$ cat config.mk
export PLATFORM = sky130hd
export DESIGN_NAME = csa_result_resolver
export DESIGN_NICKNAME = d
export VERILOG_FILES = /design/src/rtl/csa_pkg.sv /design/src/rtl/csa_cpa_lane.sv /design/src/rtl/csa_result_resolver.sv
export SDC_FILE = /design/constraint.sdc
export NUM_CORES = 1
export LEC_CHECK = 0
export BUFFER_PORTS_ARGS = -buffer_cell sky130_fd_sc_hd__buf_2
export CORE_MARGIN = 8
export CORE_UTILIZATION = 45
export CTS_BUF_LIST = sky130_fd_sc_hd__clkbuf_16
export DETAILED_ROUTE_END_ITERATION = 16
export GPL_ROUTABILITY_DRIVEN = 0
export GPL_TIMING_DRIVEN = 0
export PLACE_DENSITY = 0.8
export SYNTH_ARGS = -nofsm -noshare
export SYNTH_HDL_FRONTEND = slang
export SYNTH_SLANG_ARGS = --single-unit
$ cat constraint.sdc
create_clock -name clk -period 2.3 [get_ports clk]
set_input_delay 0.23 -clock clk [delete_from_list [all_inputs] [get_ports clk]]
set_output_delay 0.23 -clock clk [all_outputs]
set_load 0.02 [all_outputs]
$ cat src/rtl/csa_pkg.sv
// Shared carry-save accumulator types.
// Imported by the PE array and the result resolver.
package csa_pkg;

  localparam int ACC_WIDTH = 32;
  localparam int ACC_SPLIT = 16;

  typedef logic [ACC_WIDTH-1:0] acc_t;

  typedef struct packed {
    acc_t s;
    acc_t c;
  } cs_pair_t;

endpackage

$ cat src/rtl/csa_cpa_lane.sv
// One lane of the split carry-propagate adder.
// Stage 1 adds the low half, stage 2 the high half plus carry.
module csa_cpa_lane
  import csa_pkg::*;
#(
  parameter int W     = ACC_WIDTH,
  parameter int SPLIT = ACC_SPLIT
) (
  input  logic         clk,
  input  logic         rst_n,
  input  logic         ld1_i,
  input  logic         ld2_i,
  input  logic [W-1:0] s_i,
  input  logic [W-1:0] c_i,
  output logic [W-1:0] res_o
);

  localparam int HW = W - SPLIT;

  logic [SPLIT:0]  lo_q;
  logic [HW-1:0]   sh_q;
  logic [HW-1:0]   ch_q;
  logic [W-1:0]    res_q;
  logic [HW-1:0]   cy;
  logic [HW-1:0]   hi;

  assign cy  = {{(HW-1){1'b0}}, lo_q[SPLIT]};
  assign hi  = sh_q + ch_q + cy;
  assign res_o = res_q;

  // Stage 1: low-half add with carry out, keep raw upper halves.
  always_ff @(posedge clk or negedge rst_n) begin
    if (!rst_n) begin
      lo_q <= '0;
      sh_q <= '0;
      ch_q <= '0;
    end else if (ld1_i) begin
      lo_q <= {1'b0, s_i[SPLIT-1:0]}
            + {1'b0, c_i[SPLIT-1:0]};
      sh_q <= s_i[W-1:SPLIT];
      ch_q <= c_i[W-1:SPLIT];
    end
  end

  // Stage 2: high-half add folding in the low carry.
  always_ff @(posedge clk or negedge rst_n) begin
    if (!rst_n) begin
      res_q <= '0;
    end else if (ld2_i) begin
      res_q <= {hi, lo_q[SPLIT-1:0]};
    end
  end

endmodule

$ cat src/rtl/csa_result_resolver.sv
// Resolves carry-save PE column outputs to binary results
// and frames them into output tiles.
module csa_result_resolver
  import csa_pkg::*;
#(
  parameter int COLS          = 4,
  parameter int WIDTH         = ACC_WIDTH,
  parameter int SPLIT         = ACC_SPLIT,
  parameter int ROWS_PER_TILE = 16
) (
  input  logic                  clk,
  input  logic                  rst_n,
  input  logic                  clear,
  input  logic                  in_valid,
  output logic                  in_ready,
  input  logic [COLS*WIDTH-1:0] in_s,
  input  logic [COLS*WIDTH-1:0] in_c,
  output logic                  out_valid,
  input  logic                  out_ready,
  output logic [COLS*WIDTH-1:0] out_data,
  output logic                  out_last,
  output logic                  tile_done
);

  localparam logic [15:0] LAST_ROW = 16'(ROWS_PER_TILE - 1);

  logic        v1_q;
  logic        v2_q;
  logic [15:0] cnt_q;
  logic        td_q;
  logic        en1;
  logic        en2;
  logic        ld1;
  logic        ld2;
  logic        out_hs;
  logic        last_row;

  assign en2      = !v2_q || out_ready;
  assign en1      = !v1_q || en2;
  assign in_ready = en1 && !clear;
  assign ld1      = in_valid && in_ready;
  assign ld2      = en2 && v1_q;

  assign out_valid = v2_q;
  assign last_row  = (cnt_q == LAST_ROW);
  assign out_last  = v2_q && last_row;
  assign out_hs    = v2_q && out_ready;
  assign tile_done = td_q;

  for (genvar k = 0; k < COLS; k++) begin : g_lane
    csa_cpa_lane #(
      .W     (WIDTH),
      .SPLIT (SPLIT)
    ) u_lane (
      .clk   (clk),
      .rst_n (rst_n),
      .ld1_i (ld1),
      .ld2_i (ld2),
      .s_i   (in_s[k*WIDTH +: WIDTH]),
      .c_i   (in_c[k*WIDTH +: WIDTH]),
      .res_o (out_data[k*WIDTH +: WIDTH])
    );
  end

  // Stage valids, tile row counter and tile_done pulse.
  always_ff @(posedge clk or negedge rst_n) begin
    if (!rst_n) begin
      v1_q  <= 1'b0;
      v2_q  <= 1'b0;
      cnt_q <= '0;
      td_q  <= 1'b0;
    end else if (clear) begin
      v1_q  <= 1'b0;
      v2_q  <= 1'b0;
      cnt_q <= '0;
      td_q  <= 1'b0;
    end else begin
      if (en1) v1_q <= in_valid;
      if (en2) v2_q <= v1_q;
      td_q <= out_hs && last_row;
      if (out_hs) begin
        cnt_q <= last_row ? '0 : cnt_q + 16'd1;
      end
    end
  end

endmodule
==> impl_metrics.csv, run 1 <==
group,metric,value,unit
detailed_routing,drtAntennaViolNets,0,
die,io_pins,393,
layout,syn2layout_area_growth,31.8,%
sta,setup_ws,-0.0975,ns
setup_path,ff2ff_path_depth,8,
worst_hold_path,min_to,"out_valid",
placed_design,dp_hpwl,48800,microns
cts,max-clock-path-buffers,3,
layout,fillers,3399,
cts,worstSkewPairLatency,0.57,ns
logic_synthesis,synth_common_cells,"nand2_1 (769), dfrtp_1 (343), o21ai_0 (156)",
worst_hold_path,holdPathStages,4,
setup_path,worstSetupPathType,"reg -> reg",
die,num_rows,74,
cts,cts_sinks,343,
grt,use_met1,0.333,
placed_design,post-place-ws,-1.06,ns
logic_synthesis,synth_top_area_cell,"dfrtp_1",
grt,grt_use_met2,0.449,
worst_hold_path,min_from,"out_ready",
grt,grtUsageTotal,0.274,
cts,cts_root_buf,"clkbuf_16",
logic_synthesis,syn_inst,2183,
grt,grt_pass1_wl,104000,microns
logic_synthesis,mappedNetlistNets,2577,
setup_path,end_kind,"flop",
logic_synthesis,seq_area_frac_synth,0.458,
die,coreArea,40900,sq um
grt,antenna_found_initial,13,
logic_synthesis,ys_warn_count,0,
pwr,power.density,841,nW/um^2
sta,period_needed,2.40,ns
layout,nets,3177,
sta,hold_ws,0.0501,ns
logic_synthesis,synth-async-reset-ratio,1.00,
sta,setup_viol,11,
cts,htree_levels,2,
setup_path,r2r_setup_slack,-0.1,ns
cts,cts_buffers,40,
setup_path,start_kind,"flop",
logic_synthesis,syn_area,18700,sq um
grt,use_met3,0.0635,
setup_path,required,2.74,ns
detailed_routing,drt_wl_total,68400,microns
detailed_routing,drcViolationCount,0,
die,start_util,0.458,
pwr,power,20800,uW
worst_hold_path,hp-class,"in -> reg",
status,violations,"negative setup slack",
sta,worst_pin_slew,0.717,ns
grt,grt_start_max_net_pins,120,
setup_path,reg2reg_to,"g_lane[2].u_lane.res_o[27]",
pwr,leakage,0.0126,uW
logic_synthesis,ys_ff_latch,343,
logic_synthesis,synth_ff_type,"dfrtp_1",
detailed_routing,routedWlPerCell,20.4,microns
die,dieArea,48400,sq um
logic_synthesis,avgSynthCellArea,8.58,sq um
pwr,ir_drop,0.457,mV
sta,max_slew_margin,0.518,
logic_synthesis,netlist.area_leader.share,0.458,
logic_synthesis,synth_cell_types,65,
sta,fmax,417,MHz
die,die_w,220,microns
placed_design,port_buffers,392,
grt,busiest_layer,"met2",
detailed_routing,vias,19000,
sta,fin_skew,0.0195,ns
status,status,"finished, violations left",
sta,finalMaxSlewViolations,0,
die,die_y,220,microns
logic_synthesis,synth-edff-count,0,
detailed_routing,drt_iter0_markers,1645,
sta,final_hold_viol_count,0,
detailed_routing,drt_pre_antenna_iters,6,
grt,grt_pass1_vias,19300,
setup_path,critPathArrivalTime,2.83,ns
logic_synthesis,yosysMostFrequentCell,"nand2_1",
sta,period_share,1.04,
job,maxCapViolCount,0,
detailed_routing,post_drt_via_cell_ratio,5.68,
cts,cts.clk_slew.worst_paths,0.06,ns
layout,drive_gt1_frac,0.218,
setup_path,path_max_fanout,3,
grt,grt.overflow.total,0,
logic_synthesis,synth_area_leaders,"dfrtp_1 (46%), nand2_1 (15%), ha_1 (8.1%), o21ai_0 (4.2%), a21oi_1 (2.9%)",
sta,rsz0062_at_grt,"true",
setup_path,r2r-start,"g_lane[2].u_lane.ch_q[0]",
cts,cts_tree,"built",
where the power goes:
| part | internal (uW) | leakage [uW] | total, uW | switching (uW) |
|---|---|---|---|---|
| sequential | 7250 | 0.00429 | 8070 | 825 |
| combinational | 2580 | 0.00767 | 6730 | 4150 |
| clock | 3340 | 0.000628 | 5970 | 2630 |
| total | 13200 | 0.0126 | 20800 | 7600 |
sequential cells by signal (all words and copies together), names as in the netlist:
signal,count
out_valid,1
g_lane.u_lane.res_o,128
g_lane.u_lane.lo_q,68
g_lane.u_lane.ch_q,64
v1_q,1
cnt_q,16
g_lane.u_lane.sh_q,64
tile_done,1
stage by stage:
stage / cells / TNS (ns) / util / cell area (sq um)
floorplan: 2183 / -0.0244 / - / 18800
global placement: 3107 / -2029.50 / 0.523 / 21400
CTS: 3330 / -0.948 / 0.596 / 24400
global route: 3348 / -1.97 / 0.603 / 24700
detailed placement: 3110 / -190.73 / 0.525 / 21500
finish: 3351 / -0.655 / 0.603 / 24700
metal layers:
metal  vias to the layer above  routed length, microns
li1                       8697                       -
met1                      9041                   26500
met2                       983                   31800
met3                       280                    5690
met4                        18                    4260
met5                         -                     120
layout by cell type (no fill, tap or decap), types with 32 or more instances in the layout:
cell type      instances
a21o_1                44
a21oi_1              104
buf_2                404
buf_4                 32
clkbuf_1              36
clkbuf_16             41
dfrtp_1              342
dlygate4sd3_1        133
ha_1                 120
inv_1                 43
nand2_1              767
nand3_1               35
nand4_1               32
nor2_1                70
nor3_1                35
o21ai_0              141
xnor2_1               38
xor2_1                36
worst max path at each step:
stage	cells past startpoint	endpoint	from	slack [ns]
floorplan	9	g_lane[0].u_lane.res_o[24]	g_lane[0].u_lane.ch_q[0]	-0.02
global placement	1	g_lane[2].u_lane.res_o[8]	rst_n	-5.48
detailed placement	7	g_lane[1].u_lane.res_o[6]	out_valid	-1.06
CTS	9	g_lane[0].u_lane.res_o[24]	g_lane[0].u_lane.lo_q[16]	-0.17
global route	10	g_lane[1].u_lane.res_o[24]	g_lane[1].u_lane.ch_q[0]	-0.20
finish	8	g_lane[2].u_lane.res_o[27]	g_lane[2].u_lane.ch_q[0]	-0.1
layout make-up:
class | count | area (sq um) | area share
repair buffers | 559 | 3630 | 0.147
clock buffers | 41 | 1030 | 0.0415
inverters | 35 | 131 | 0.00532
multi-input cells | 1706 | 9950 | 0.403
clock inverters | 30 | 169 | 0.00684
flip-flops and latches | 343 | 8580 | 0.348
well taps | 532 | 666 | 0.0270
diodes | 7 | 17.5 | 0.000709
plain buffers | 98 | 528 | 0.0214
worst max-delay path, cell delays in order, from the launching register on:
cell	delay, ns
dfrtp_2	0.46
fa_2	0.49
a211oi_2	0.24
o21ai_2	0.11
a311o_1	0.37
buf_4	0.18
a21oi_2	0.15
xor2_1	0.19
o21ai_0	0.09
kinds of logic (layout without fill, tap and decap cells):
| group | after synthesis | in the layout | synth area share |
|---|---|---|---|
| simple gates | 1033 | 1033 | 0.231 |
| compound gates | 462 | 462 | 0.153 |
| flops | 343 | 343 | 0.458 |
| buf+inv | 134 | 763 | 0.0270 |
| fa+ha+maj | 133 | 133 | 0.0936 |
| xor+xnor | 75 | 75 | 0.0351 |
| mux | 3 | 3 | 0.00174 |
| other cells | 0 | 7 | 0 |
timing repair:
action,CTS,global route
hold endpoints to repair,376,0
pin swaps,28,33
setup endpoints to repair,325,109
gates resized for setup,118,51
setup buffers,17,14
hold buffers,133,0
(Power assumes the default switching activity.)
==> inputs of run 2 (changes only) <==
--- a/config.mk
+++ b/config.mk
@@ -12,7 +12,7 @@
 export DETAILED_ROUTE_END_ITERATION = 16
 export GPL_ROUTABILITY_DRIVEN = 0
 export GPL_TIMING_DRIVEN = 0
-export PLACE_DENSITY = 0.8
+export PLACE_DENSITY = 0.69
 export SYNTH_ARGS = -nofsm -noshare
 export SYNTH_HDL_FRONTEND = slang
 export SYNTH_SLANG_ARGS = --single-unit
==> impl_metrics.csv, run 2 (same netlist as run 1, synthesis figures left out) <==
group,metric,value,unit
sta,rsz0062_at_grt,"true",
pwr,ir_drop,0.440,mV
grt,grtUsageTotal,0.270,
detailed_routing,post_drt_via_cell_ratio,5.58,
detailed_routing,vias,18600,
pwr,power,21000,uW
sta,setup_ws,-0.126,ns
sta,final_hold_viol_count,0,
sta,setup_viol,3,
detailed_routing,drt_wl_total,66900,microns
layout,fin_area,24600,sq um
die,dieArea,48400,sq um
detailed_routing,drt_iter0_markers,1438,
sta,period_share,1.05,
layout,nets,3165,
die,num_rows,74,
cts,cts.clk_slew.worst_paths,0.06,ns
sta,finalMaxSlewViolations,0,
pwr,power.density,853,nW/um^2
sta,hold_ws,0.0285,ns
cts,cts_buffers,41,
grt,grt_start_max_net_pins,121,
sta,fmax,412,MHz
setup_path,required,2.79,ns
layout,final_core_util,0.601,
detailed_routing,drt_pre_antenna_iters,7,
layout,syn2layout_area_growth,31.3,%
detailed_routing,drtAntennaViolNets,0,
grt,grt.overflow.total,0,
pwr,leakage,0.0125,uW
sta,worst_pin_slew,0.972,ns
setup_path,path_max_fanout,3,
grt,grt_pass1_vias,18900,
cts,cts_root_buf,"clkbuf_16",
cts,htree_levels,2,
setup_path,critPathArrivalTime,2.92,ns
die,die_y,220,microns
cts,cts_tree,"built",
cts,cts_sinks,343,
sta,max_slew_margin,0.346,
sta,setup_tns,-0.221,ns
status,status,"finished, violations left",
layout,final_common_cell,"nand2_1",
worst_hold_path,hp-class,"in -> reg",
detailed_routing,drcViolationCount,0,
detailed_routing,routedWlPerCell,20.1,microns
layout,final_cell_mix,"nand2_1 (768), buf_2 (407), dfrtp_1 (342), o21ai_0 (140), dlygate4sd3_1 (133)",
placed_design,port_buffers,392,
setup_path,worstSetupPathType,"reg -> reg",
die,start_util,0.458,
cts,max-clock-path-buffers,3,
cts,worstSkewPairLatency,0.56,ns
sta,fin_skew,0.0203,ns
layout,largest_reg_flops,128,
placed_design,dpl_cell_area,21500,sq um
setup_path,start_kind,"flop",
die,coreArea,40900,sq um
grt,grt_pass1_wl,103000,microns
placed_design,dp_hpwl,49100,microns
status,violations,"negative setup slack",
die,die_w,220,microns
sta,period_needed,2.43,ns
job,maxCapViolCount,0,
layout,drive_gt1_frac,0.213,
setup_path,end_kind,"flop",
grt,antenna_found_initial,9,
die,io_pins,393,
==> run 2: worst paths after layout <==
check | startpoint | to | slack, ns | cells past startpoint
min in group asynchronous | rst_n | g_lane[1].u_lane.sh_q[4] | 0.31 | 2
max in group asynchronous | rst_n | g_lane[2].u_lane.ch_q[0] | 0.88 | 3
worst min register to register | g_lane[1].u_lane.lo_q[14] | g_lane[1].u_lane.res_o[14] | 0.47 | 2
worst min-delay path | in_c[0] | g_lane[0].u_lane.lo_q[0] | 0.03 | 4
worst max-delay path | g_lane[0].u_lane.ch_q[0] | g_lane[0].u_lane.res_o[24] | -0.13 | 9
worst max register to register | g_lane[0].u_lane.ch_q[0] | g_lane[0].u_lane.res_o[24] | -0.13 | 9
==> run 2: per-stage QoR <==
stage	std cells	setup slack (ns)
after floorplan	2183	-0.0244
after global placement	3107	-5.64
after detailed placement	3109	-0.967
after CTS	3320	-0.197
after global routing	3330	-0.199
final	3332	-0.126
==> run 2: report_power, final <==
group	total (uW)	switching [uW]	internal [uW]
Sequential	8060	814	7250
Clock	6290	2600	3690
Combinational	6610	4090	2520
==> run 2: per-layer routing <==
layer,routed length (microns),GRT usage,share of wire,up-vias
met5,93,0,0.0014,-
met3,5290,0.0547,0.079,179
met4,2530,0.109,0.038,14
met2,31300,0.446,0.47,798
li1,-,-,-,8676
met1,27700,0.344,0.41,8921
==> run 2: layout make-up <==
type / instances / area (sq um)
tap: 532 / 666
timing repair buffer: 547 / 3510
inverter: 35 / 131
antenna: 3 / 7.51
multi-input combinational: 1706 / 9930
clock buffer: 43 / 1080
fill: 3506 / 16300
buffer: 97 / 492
clock inverter: 26 / 195
sequential: 343 / 8580
==> run 2: what timing repair did <==
item / 4_1_cts / 5_1_grt
hold endpoints to repair: 245 / 0
gates resized for setup: 98 / 77
hold buffers: 133 / 0
gates cloned: 0 / 0
pin swaps: 24 / 31
setup buffers: 10 / 10
endpoints found under the setup margin: 325 / 236
==> run 2: worst max-delay path, cell delays in order, from the launching register on <==
cell,delay [ns]
dfrtp_1,0.40
fa_2,0.43
inv_2,0.07
fa_2,0.20
nor2b_2,0.05
o31a_1,0.30
o21a_1,0.21
o21a_1,0.20
or4_1,0.40
nand3_1,0.09
